<file path="src/rtl/elevator_pkg.sv">
// elevator_pkg: shared floor width, request record, reject codes and issue FSM encoding
package elevator_pkg;
    localparam int FLOOR_W = 3;

    typedef struct packed {
        logic [FLOOR_W-1:0] src;
        logic [FLOOR_W-1:0] dest;
        logic               dir;
    } req_t;

    localparam logic [1:0] REJ_NONE    = 2'b00;
    localparam logic [1:0] REJ_INVALID = 2'b01;
    localparam logic [1:0] REJ_FULL    = 2'b10;
    localparam logic [1:0] REJ_DUP     = 2'b11;

    typedef enum logic [1:0] {
        S_IDLE  = 2'd0,
        S_ISSUE = 2'd1,
        S_GAP   = 2'd2
    } state_t;
endpackage

</file>
<file path="src/rtl/request_queue_if.sv">
// request_queue_if: passenger-request input and controller-issue output bundle
interface request_queue_if;
    import elevator_pkg::*;
    logic               req_valid;
    logic [FLOOR_W-1:0] req_src;
    logic [FLOOR_W-1:0] req_dest;
    logic               req_dir;
    logic               ctrl_ready;
    logic               set_pulse;
    logic [FLOOR_W-1:0] set_src;
    logic [FLOOR_W-1:0] set_dest;
    logic               set_dir;
    logic [3:0]         count;
    logic               full;
    logic               empty;
    logic               rej;
    logic [1:0]         rej_code;

    modport slave (
        input  req_valid, req_src, req_dest, req_dir, ctrl_ready,
        output set_pulse, set_src, set_dest, set_dir, count, full, empty, rej, rej_code
    );

    modport master (
        output req_valid, req_src, req_dest, req_dir, ctrl_ready,
        input  set_pulse, set_src, set_dest, set_dir, count, full, empty, rej, rej_code
    );
endinterface

</file>
<file path="src/rtl/req_fifo.sv">
// req_fifo: circular request store with a combinational duplicate-compare port
module req_fifo
    import elevator_pkg::*;
#(
    parameter int DEPTH = 4
) (
    input  logic       clk,
    input  logic       rst,
    input  logic       i_push,
    input  req_t       i_data,
    input  logic       i_pop,
    input  req_t       i_cmp,
    output req_t       o_head,
    output logic       o_match,
    output logic [3:0] o_count,
    output logic       o_full,
    output logic       o_empty
);
    localparam int PW = $clog2(DEPTH);

    req_t             r_mem [DEPTH];
    logic [DEPTH-1:0] r_vld;
    logic [PW-1:0]    r_wr;
    logic [PW-1:0]    r_rd;
    logic [3:0]       r_count;
    logic [DEPTH-1:0] w_hit;
    logic [DEPTH-1:0] w_set;
    logic [DEPTH-1:0] w_clr;

    for (genvar g = 0; g < DEPTH; g++) begin : g_cmp
        assign w_hit[g] = r_vld[g] && (r_mem[g] == i_cmp);
    end

    assign w_set   = DEPTH'(i_push) << r_wr;
    assign w_clr   = DEPTH'(i_pop) << r_rd;
    assign o_match = |w_hit;
    assign o_head  = r_mem[r_rd];
    assign o_count = r_count;
    assign o_full  = r_count == 4'(DEPTH);
    assign o_empty = r_count == 4'd0;

    // Pointers, occupancy flags and count; push and pop may land on the same edge
    always_ff @(posedge clk) begin
        if (rst) begin
            r_wr    <= '0;
            r_rd    <= '0;
            r_count <= '0;
            r_vld   <= '0;
        end else begin
            if (i_push) r_wr <= r_wr + 1'b1;
            if (i_pop) r_rd <= r_rd + 1'b1;
            r_count <= r_count + {3'b0, i_push} - {3'b0, i_pop};
            r_vld   <= (r_vld & ~w_clr) | w_set;
        end
    end

    // Entry storage; stale slots are masked by r_vld so no reset is needed
    always_ff @(posedge clk) begin
        if (i_push) r_mem[r_wr] <= i_data;
    end
endmodule

</file>
<file path="src/rtl/request_queue.sv">
// request_queue: validates passenger requests, queues them and strobes them to the controller
module request_queue
    import elevator_pkg::*;
#(
    parameter int DEPTH  = 4,
    parameter int FLOORS = 8
) (
    input  logic           clk,
    input  logic           rst,
    request_queue_if.slave bus
);
    localparam logic [FLOOR_W:0] L_FLOORS = 4'(FLOORS);

    state_t     r_state;
    state_t     w_next;
    logic [1:0] r_rej_code;
    logic [1:0] w_rej_code;
    req_t       r_set;
    req_t       w_req;
    req_t       w_head;
    logic       w_invalid;
    logic       w_push;
    logic       w_pop;
    logic       w_match;
    logic       w_full;
    logic       w_empty;
    logic [3:0] w_count;

    assign w_req     = '{src: bus.req_src, dest: bus.req_dest, dir: bus.req_dir};
    assign w_invalid = (bus.req_src == bus.req_dest) ||
                       ({1'b0, bus.req_src} >= L_FLOORS) ||
                       ({1'b0, bus.req_dest} >= L_FLOORS) ||
                       (bus.req_dir && (bus.req_src > bus.req_dest)) ||
                       (!bus.req_dir && (bus.req_src < bus.req_dest));
    assign w_push    = bus.req_valid && !w_invalid && !w_full && !w_match;
    assign w_rej_code = !bus.req_valid ? REJ_NONE :
                        w_invalid      ? REJ_INVALID :
                        w_full         ? REJ_FULL :
                        w_match        ? REJ_DUP : REJ_NONE;

    req_fifo #(.DEPTH(DEPTH)) u_fifo (
        .clk     (clk),
        .rst     (rst),
        .i_push  (w_push),
        .i_data  (w_req),
        .i_pop   (w_pop),
        .i_cmp   (w_req),
        .o_head  (w_head),
        .o_match (w_match),
        .o_count (w_count),
        .o_full  (w_full),
        .o_empty (w_empty)
    );

    // Issue sequencing: IDLE waits for work, ISSUE strobes and pops, GAP enforces spacing
    always_comb begin
        w_next = S_IDLE;
        w_pop  = 1'b0;
        w_next = (r_state == S_ISSUE) ? S_GAP :
                 (r_state == S_IDLE && !w_empty && bus.ctrl_ready) ? S_ISSUE : S_IDLE;
        w_pop  = r_state == S_ISSUE;
    end

    // FSM state, registered reject status and the issued-request holding register
    always_ff @(posedge clk) begin
        if (rst) begin
            r_state    <= S_IDLE;
            r_rej_code <= REJ_NONE;
            r_set      <= '0;
        end else begin
            r_state    <= w_next;
            r_rej_code <= w_rej_code;
            if (w_next == S_ISSUE) r_set <= w_head;
        end
    end

    assign bus.set_pulse = r_state == S_ISSUE;
    assign bus.set_src   = r_set.src;
    assign bus.set_dest  = r_set.dest;
    assign bus.set_dir   = r_set.dir;
    assign bus.count     = w_count;
    assign bus.full      = w_full;
    assign bus.empty     = w_empty;
    assign bus.rej       = |r_rej_code;
    assign bus.rej_code  = r_rej_code;
endmodule
</file>
<file path="src/flat_wrapper.sv">
// flat-port wrapper written by rule: the top's interface ports become plain ports
module request_queue_flat import elevator_pkg::*;
#(
    parameter int DEPTH  = 4,
    parameter int FLOORS = 8
)
  (clk, rst, bus_req_valid, bus_req_src, bus_req_dest, bus_req_dir, bus_ctrl_ready, bus_set_pulse, bus_set_src, bus_set_dest, bus_set_dir, bus_count, bus_full, bus_empty, bus_rej, bus_rej_code);
  request_queue_if bus_i ();
  input  logic clk;
  input  logic rst;
  input wire logic [$bits(bus_i.req_valid)-1:0] bus_req_valid;
  input wire logic [$bits(bus_i.req_src)-1:0] bus_req_src;
  input wire logic [$bits(bus_i.req_dest)-1:0] bus_req_dest;
  input wire logic [$bits(bus_i.req_dir)-1:0] bus_req_dir;
  input wire logic [$bits(bus_i.ctrl_ready)-1:0] bus_ctrl_ready;
  output wire logic [$bits(bus_i.set_pulse)-1:0] bus_set_pulse;
  output wire logic [$bits(bus_i.set_src)-1:0] bus_set_src;
  output wire logic [$bits(bus_i.set_dest)-1:0] bus_set_dest;
  output wire logic [$bits(bus_i.set_dir)-1:0] bus_set_dir;
  output wire logic [$bits(bus_i.count)-1:0] bus_count;
  output wire logic [$bits(bus_i.full)-1:0] bus_full;
  output wire logic [$bits(bus_i.empty)-1:0] bus_empty;
  output wire logic [$bits(bus_i.rej)-1:0] bus_rej;
  output wire logic [$bits(bus_i.rej_code)-1:0] bus_rej_code;
  assign bus_i.req_valid = bus_req_valid;
  assign bus_i.req_src = bus_req_src;
  assign bus_i.req_dest = bus_req_dest;
  assign bus_i.req_dir = bus_req_dir;
  assign bus_i.ctrl_ready = bus_ctrl_ready;
  assign bus_set_pulse = bus_i.set_pulse;
  assign bus_set_src = bus_i.set_src;
  assign bus_set_dest = bus_i.set_dest;
  assign bus_set_dir = bus_i.set_dir;
  assign bus_count = bus_i.count;
  assign bus_full = bus_i.full;
  assign bus_empty = bus_i.empty;
  assign bus_rej = bus_i.rej;
  assign bus_rej_code = bus_i.rej_code;
  request_queue #(.DEPTH(DEPTH), .FLOORS(FLOORS)) u_core (.clk(clk), .rst(rst), .bus(bus_i));
endmodule
</file>
<file path="config.mk">
export PLATFORM = sky130hd
export DESIGN_NAME = request_queue_flat
export DESIGN_NICKNAME = d
export VERILOG_FILES = /design/src/rtl/elevator_pkg.sv /design/src/rtl/request_queue_if.sv /design/src/rtl/req_fifo.sv /design/src/rtl/request_queue.sv /design/src/flat_wrapper.sv
export SDC_FILE = /design/constraint.sdc
export NUM_CORES = 1
export LEC_CHECK = 0
export CAP_MARGIN = 25
export CORE_ASPECT_RATIO = 0.6
export CORE_MARGIN = 4
export CORE_UTILIZATION = 49
export DETAILED_ROUTE_END_ITERATION = 6
export PLACE_DENSITY = 0.71
export SLEW_MARGIN = 20
export SYNTH_ARGS = -nofsm -noshare
export SYNTH_HDL_FRONTEND = slang
export SYNTH_SLANG_ARGS = --single-unit
</file>
<file path="constraint.sdc">
create_clock -name clk -period 6.9 [get_ports clk]
set_input_delay 1.38 -clock clk [delete_from_list [all_inputs] [get_ports clk]]
set_output_delay 1.38 -clock clk [all_outputs]
set_load 0.05 [all_outputs]
</file>
Word-level counts from Yosys, hierarchy flattened
Memory sizes are Yosys's and may differ from the RTL's. A register that Yosys moved wholly into a read port is not among the register bits. Cells that the tools add are included. Widths: inputs -> output; s select.

Register bits after elaboration: 16. Memory bits (writable): 28. Input bits: 11. Word-level logic and storage cells: 59. Memories: 1.

Add/sub/neg operators: 4. Magnitude comparators: 2. Equality and inequality tests: 8. Shifts and indexed selects: 2. Multiplexer cells: 7. Bitwise gates (word level): 4. Reduce and logical (&&, ||, !) cells: 24.

Memory list: u_core.u_fifo.r_mem (words 4, bits a word 7, rd ports 5, clocked after memory_dff 1, write ports 1, line req_fifo.sv:21) `req_t r_mem [DEPTH];`.

Operators with widths (count): $eq 7x7->1 (4); $logic_and 1x1->1 (11); $shl 1x2->4 (2); $mux 2 (3); $logic_not 1->1 (5); $add 2x1->2 const B (2); $add 4x1->4 (1); $and 4x4->4 (1); $eq 2x1->1 const B (2); $eq 4x3->1 const B (1); $logic_not 4->1 (1); $mux 1 (4); $not 4->4 (1); $or 4x4->4 (1); $reduce_or 2->1 (2); $reduce_or 4->1 (1); $sub 4x1->4 (1); $eq 3x3->1 (1); $gt 3x3->1 (1); $lt 3x3->1 (1); $reduce_or 3->1 (1); $logic_not 2->1 (1); $logic_or 1x1->1 (2); $not 1->1 (1).

Logic depth before layout (Yosys ltp)
Depth in word-level cells: 10. Gate-level depth with buffers: 13. Gate-level depth less buffers: 12.

Hierarchy
From an unflattened synthesis, not the netlist that was laid out.

Cell total of the unflattened synthesis: 216. Area, all modules: 2543.7 um^2.

Modules (own cells, without submodules): req_fifo (instances 1, cells an instance 155, area an instance 2034.5 um^2); request_queue (instances 1, cells an instance 61, area an instance 509.2 um^2).

Worst setup path after synthesis
OpenSTA, ideal clock, no wires.

Kind: input port to flip-flop. Start point: in bus_req_dest[1]. End point: reg u_core.u_fifo.r_count[2] (netlist: u_core.u_fifo.o_count[2]). Setup time: 0.128 ns. Data arrival time: 3.417 ns. Required time: 6.772 ns. Slack: 3.355 ns. Cell stages on the path: 13. Cell sequence: buf_6 -> inv_1 -> ha_1 -> nor2b_1 -> o211ai_1 -> nor3b_2 -> and3_4 -> and2_4 -> ha_1 -> inv_1 -> fa_1 -> xor2_1 -> nor2_1.

Word-level cells in the longest chain between the ends: 10. Elaborated cells on any way between the ends: 23. Classes of those cells: 2 x add/sub; 2 x order compare; 5 x eq/ne; 14 x reduce/logical.

Ends and longest elaborated chain: start: declaration (line flat_wrapper.sv:13) `input wire logic [$bits(bus_i.req_dest)-1:0] bus_req_dest;`; $gt 3x3->1 (line request_queue.sv:33) `(bus.req_dir && (bus.req_src > bus.req_dest)) ||`; $logic_and 1x1->1 (line request_queue.sv:33); $logic_or 1x1->1 (line request_queue.sv:32) `({1'b0, bus.req_dest} >= L_FLOORS) ||`; $logic_or 1x1->1 (line request_queue.sv:33); $logic_not 1->1 (line request_queue.sv:35) `assign w_push = bus.req_valid && !w_invalid && !w_full && !w_match;`; $logic_and 1x1->1 (2 in series) (line request_queue.sv:35); $logic_and 1x1->1 * (line request_queue.sv:35); named net u_core.u_fifo.i_push (line req_fifo.sv:9) `input logic i_push,`; $add 4x1->4 * (line req_fifo.sv:52) `r_count <= r_count + {3'b0, i_push} - {3'b0, i_pop};`; $sub 4x1->4 * (line req_fifo.sv:52); end signal: assignment (line req_fifo.sv:52); end: declaration (line req_fifo.sv:25) `logic [3:0] r_count;`.

The timed path passes the listed nets; every way through them passes the cells marked *. A chain may end at the register's enable or synchronous reset.

Worst setup path after layout
Ends and elaborated chain as after synthesis.

==> reports/qor.csv <==
metric;value;unit
status;finished clean;
warning count from the yosys run;0;
vias;1629;
CP Capture Type;flip-flop;
Post-Synthesis Cells;213;
number of global-route vias before repair;1536;
GP Congestion;0.8091;
antenna viol nets, final;0;
CP Launch Type;input port;
f_max;0.2441;GHz
Compound-Gate Fraction of Synth Area;4.585;%
Leakage;0.001052;µW
WP data required;7070;ps
share of cells above drive strength 1;9.402;%
per-cell routed wire length;16.81;µm
largest net degree at the start of global routing;21;
global routing's busiest layer;met1;
TritonCTS Buffers;5;
Seq/Total Area, Yosys;50.19;%
final hold violations;0;
Root Buffer;clkbuf_8;
Max IR drop VDD;0.0001255;V
synthesized area;0.002592;mm²
mean post-synth cell area;12.17;µm²
share of the synthesized area in the top cell type;32.43;%
GR Overflow Total;0;
I/O pin cnt;28;
Hold Buf Count CTS;0;
Starting DRT DRC Count;113;
relative slew slack;49.70;%
WL final;5042;µm
max-cap violation count;0;
grt met2 use;22.56;%
post-synthesis adder-cell area fraction;7.046;%
Final #Nets;258;
first-pass GRT wire length;7886;µm
multiplexer share of the synthesized area;8.784;%
Die W;101.9;µm
Multi-input gate area;0.001131;mm²
Yosys cell types;35;
Post-route DRC;0;
Slew Viols, Final;0;
DP HPWL;3757;µm
final period demand of the worst path;4097;ps
die area;0.006557;mm²
RSZ-0062 raised after global routing;no;
Net Count, Synth;238;
Area growth, synth to finish;12.84;%
met1 usage;24.05;%
CTS tree;built;
H-tree Lvls;2;
Seq. cell area;0.001301;mm²
total of cells resized after clock tree synthesis;0;
Synth area leader;edfxtp_1;
Slowest cell on crit path;clkdlybuf4s50_1;
crit path kind;input port to flip-flop;
die height;64.34;µm
clock sinks;51;
fin util;57.59;%
Initial Util;51.03;%
GRT Total Usage;16.15;%
clock skew after layout;10.93;ps
R2R setup slack;4330;ps
largest family of logic cells by synthesized area;simple AND/OR/NAND/NOR gates;
largest cells by area after synthesis;edfxtp_1 (32%), dfxtp_1 (18%), xnor2_1 (10%), ha_1 (6.3%), mux4_2 (6.1%);
minimum hold slack;483.2;ps
antenna violations before repair;0;
Clock Pin Slew Worst Setup and Hold Paths;90;ps
vias per cell;5.430;
type of the tightest min-delay check;flip-flop to flip-flop;
#FFs+latches synth;51;
buffers added on ports;27;
global routing usage on met3;5.344;%
setup violators final;0;
worst-margin pin slew;752.2;ps
Core ar.;0.005080;mm²
power density cells;313.1;mW/mm²
final period utilization;59.38;%
Worst path max stage delay;700;ps
FP Rows;20;
critical path fanouts, max;11;
Post-Synth XOR/XNOR Area;10.47;%
Post-Synth Simple-Gate Area;12.74;%
clk_lat worst skew;300;ps
# diodes;0;
fillcell total;442;
WP data arrival;4270;ps
DR pass1 iterations;4;
Max Root-Sink Buffers;2;
worst-path cell chain;clkdlybuf4s50_1 -> inv_1 -> ha_1 -> nor2b_1 -> o211ai_1 -> nor3b_2 -> and3_4 -> and2_4 -> ha_1 -> inv_1 -> fa_1 -> xor2_1 -> nor2_1;
postcts setup bufs;0;
Final TNS setup;0;ps
-- metrics by stage --
step | cells | total power (µW) | area [µm²] | setup WS [ps]
2_1_floorplan | 213 | 658.8 | 2592 | 3355
3_3_place_gp | 292 | 752.0 | 2841 | 2544
3_5_place_dp | 292 | 756.7 | 2841 | 2483
4_1_cts | 300 | 923.3 | 2925 | 2816
5_1_grt | 300 | 965.7 | 2925 | 2625
6_report | 300 | 916.0 | 2925 | 2803
-- critical path, delay by kind of cell --
family                   cells  cell delay [ps]
AND/OR/NAND/NOR              5              900
XOR/XNOR                     1              150
AO/OA/AOI/OAI                1              150
adder cells (fa/ha/maj)      3              840
buffers and inverters        3              830
-- layout make-up --
type	count	share of cell area, %
inverter	15	1.925
clock buffer	6	2.481
tap	66	2.823
clock inverter	2	0.3849
multi-input combinational	133	38.67
sequential	51	44.48
timing repair buffer	27	9.239
-- cell families after synthesis --
| logic type | after synthesis |
|---|---|
| AND/OR/NAND/NOR | 56 |
| AO/OA/AOI/OAI | 18 |
| flip-flops | 51 |
| multiplexers | 14 |
| adder cells (fa/ha/maj) | 14 |
| XOR/XNOR | 31 |
| buffers and inverters | 29 |
-- final timing paths --
path | from | endpoint | cells past startpoint
max reg2reg | u_core.u_fifo.r_mem[1][3]$_DFFE_PP_ | u_core.u_fifo.o_count[2]$_SDFF_PP0_ | 10
min reg2reg | u_core.u_fifo.r_vld[3]$_SDFF_PP0_ | u_core.u_fifo.r_vld[3]$_SDFF_PP0_ | 2
max | bus_req_dest[1] | u_core.u_fifo.o_count[2]$_SDFF_PP0_ | 13
min | u_core.u_fifo.r_vld[3]$_SDFF_PP0_ | u_core.u_fifo.r_vld[3]$_SDFF_PP0_ | 2
-- state kept, by name, summed over array words and instances (netlist names) --
name and flops:
u_core.bus.rej_code 2, u_core.bus.set_dest 3, u_core.bus.set_dir 1, u_core.bus.set_src 3
u_core.r_state 2, u_core.u_fifo.o_count 4, u_core.u_fifo.r_mem 28, u_core.u_fifo.r_rd 2
u_core.u_fifo.r_vld 4, u_core.u_fifo.r_wr 2
-- layer usage --
metal	wire length [µm]	up-vias
li1	-	778
met1	2571	793
met2	2001	53
met3	425	5
met4	44	0
met5	0	-
-- synthesized netlist by cell type --
cell type   n
a21oi_1     7
and2_4      1
nor2_1     17
xor2_1      1
buf_2       2
nand2b_1    2
and3_1      5
or2_4       1
nand4_1    14
mux4_2      7
dfxtp_1    23
nand3_1     2
buf_6       4
o31ai_2     1
clkbuf_1    3
o21ai_0     5
nand2_1     4
and3_4      1
and2_1      2
o31ai_4     1
buf_4       5
or2_2       1
inv_1      15
fa_1        1
nor2b_1     3
a21o_1      1
o21ai_1     2
or4b_1      1
edfxtp_1   28
ha_1       13
nor4_4      1
xnor2_1    30
mux2i_1     7
o211ai_1    1
nor3b_2     1
-- placed cells by master (no fill, tap or decap), types with 5 or more instances in the layout --
cell type / count
inv_1: 15
mux4_2: 7
clkdlybuf4s50_1: 27
ha_1: 13
clkbuf_8: 5
xnor2_1: 30
mux2i_1: 7
dfxtp_1: 23
nor2_1: 17
a21oi_1: 7
and3_1: 5
nand4_1: 14
o21ai_0: 5
edfxtp_1: 28
-- power by group --
part / internal, µW / switching [µW]
combinational: 146 / 215
sequential: 357 / 31.2
clock: 71.3 / 96.3
total: 574 / 342
Power figures use the tool's default switching activity.
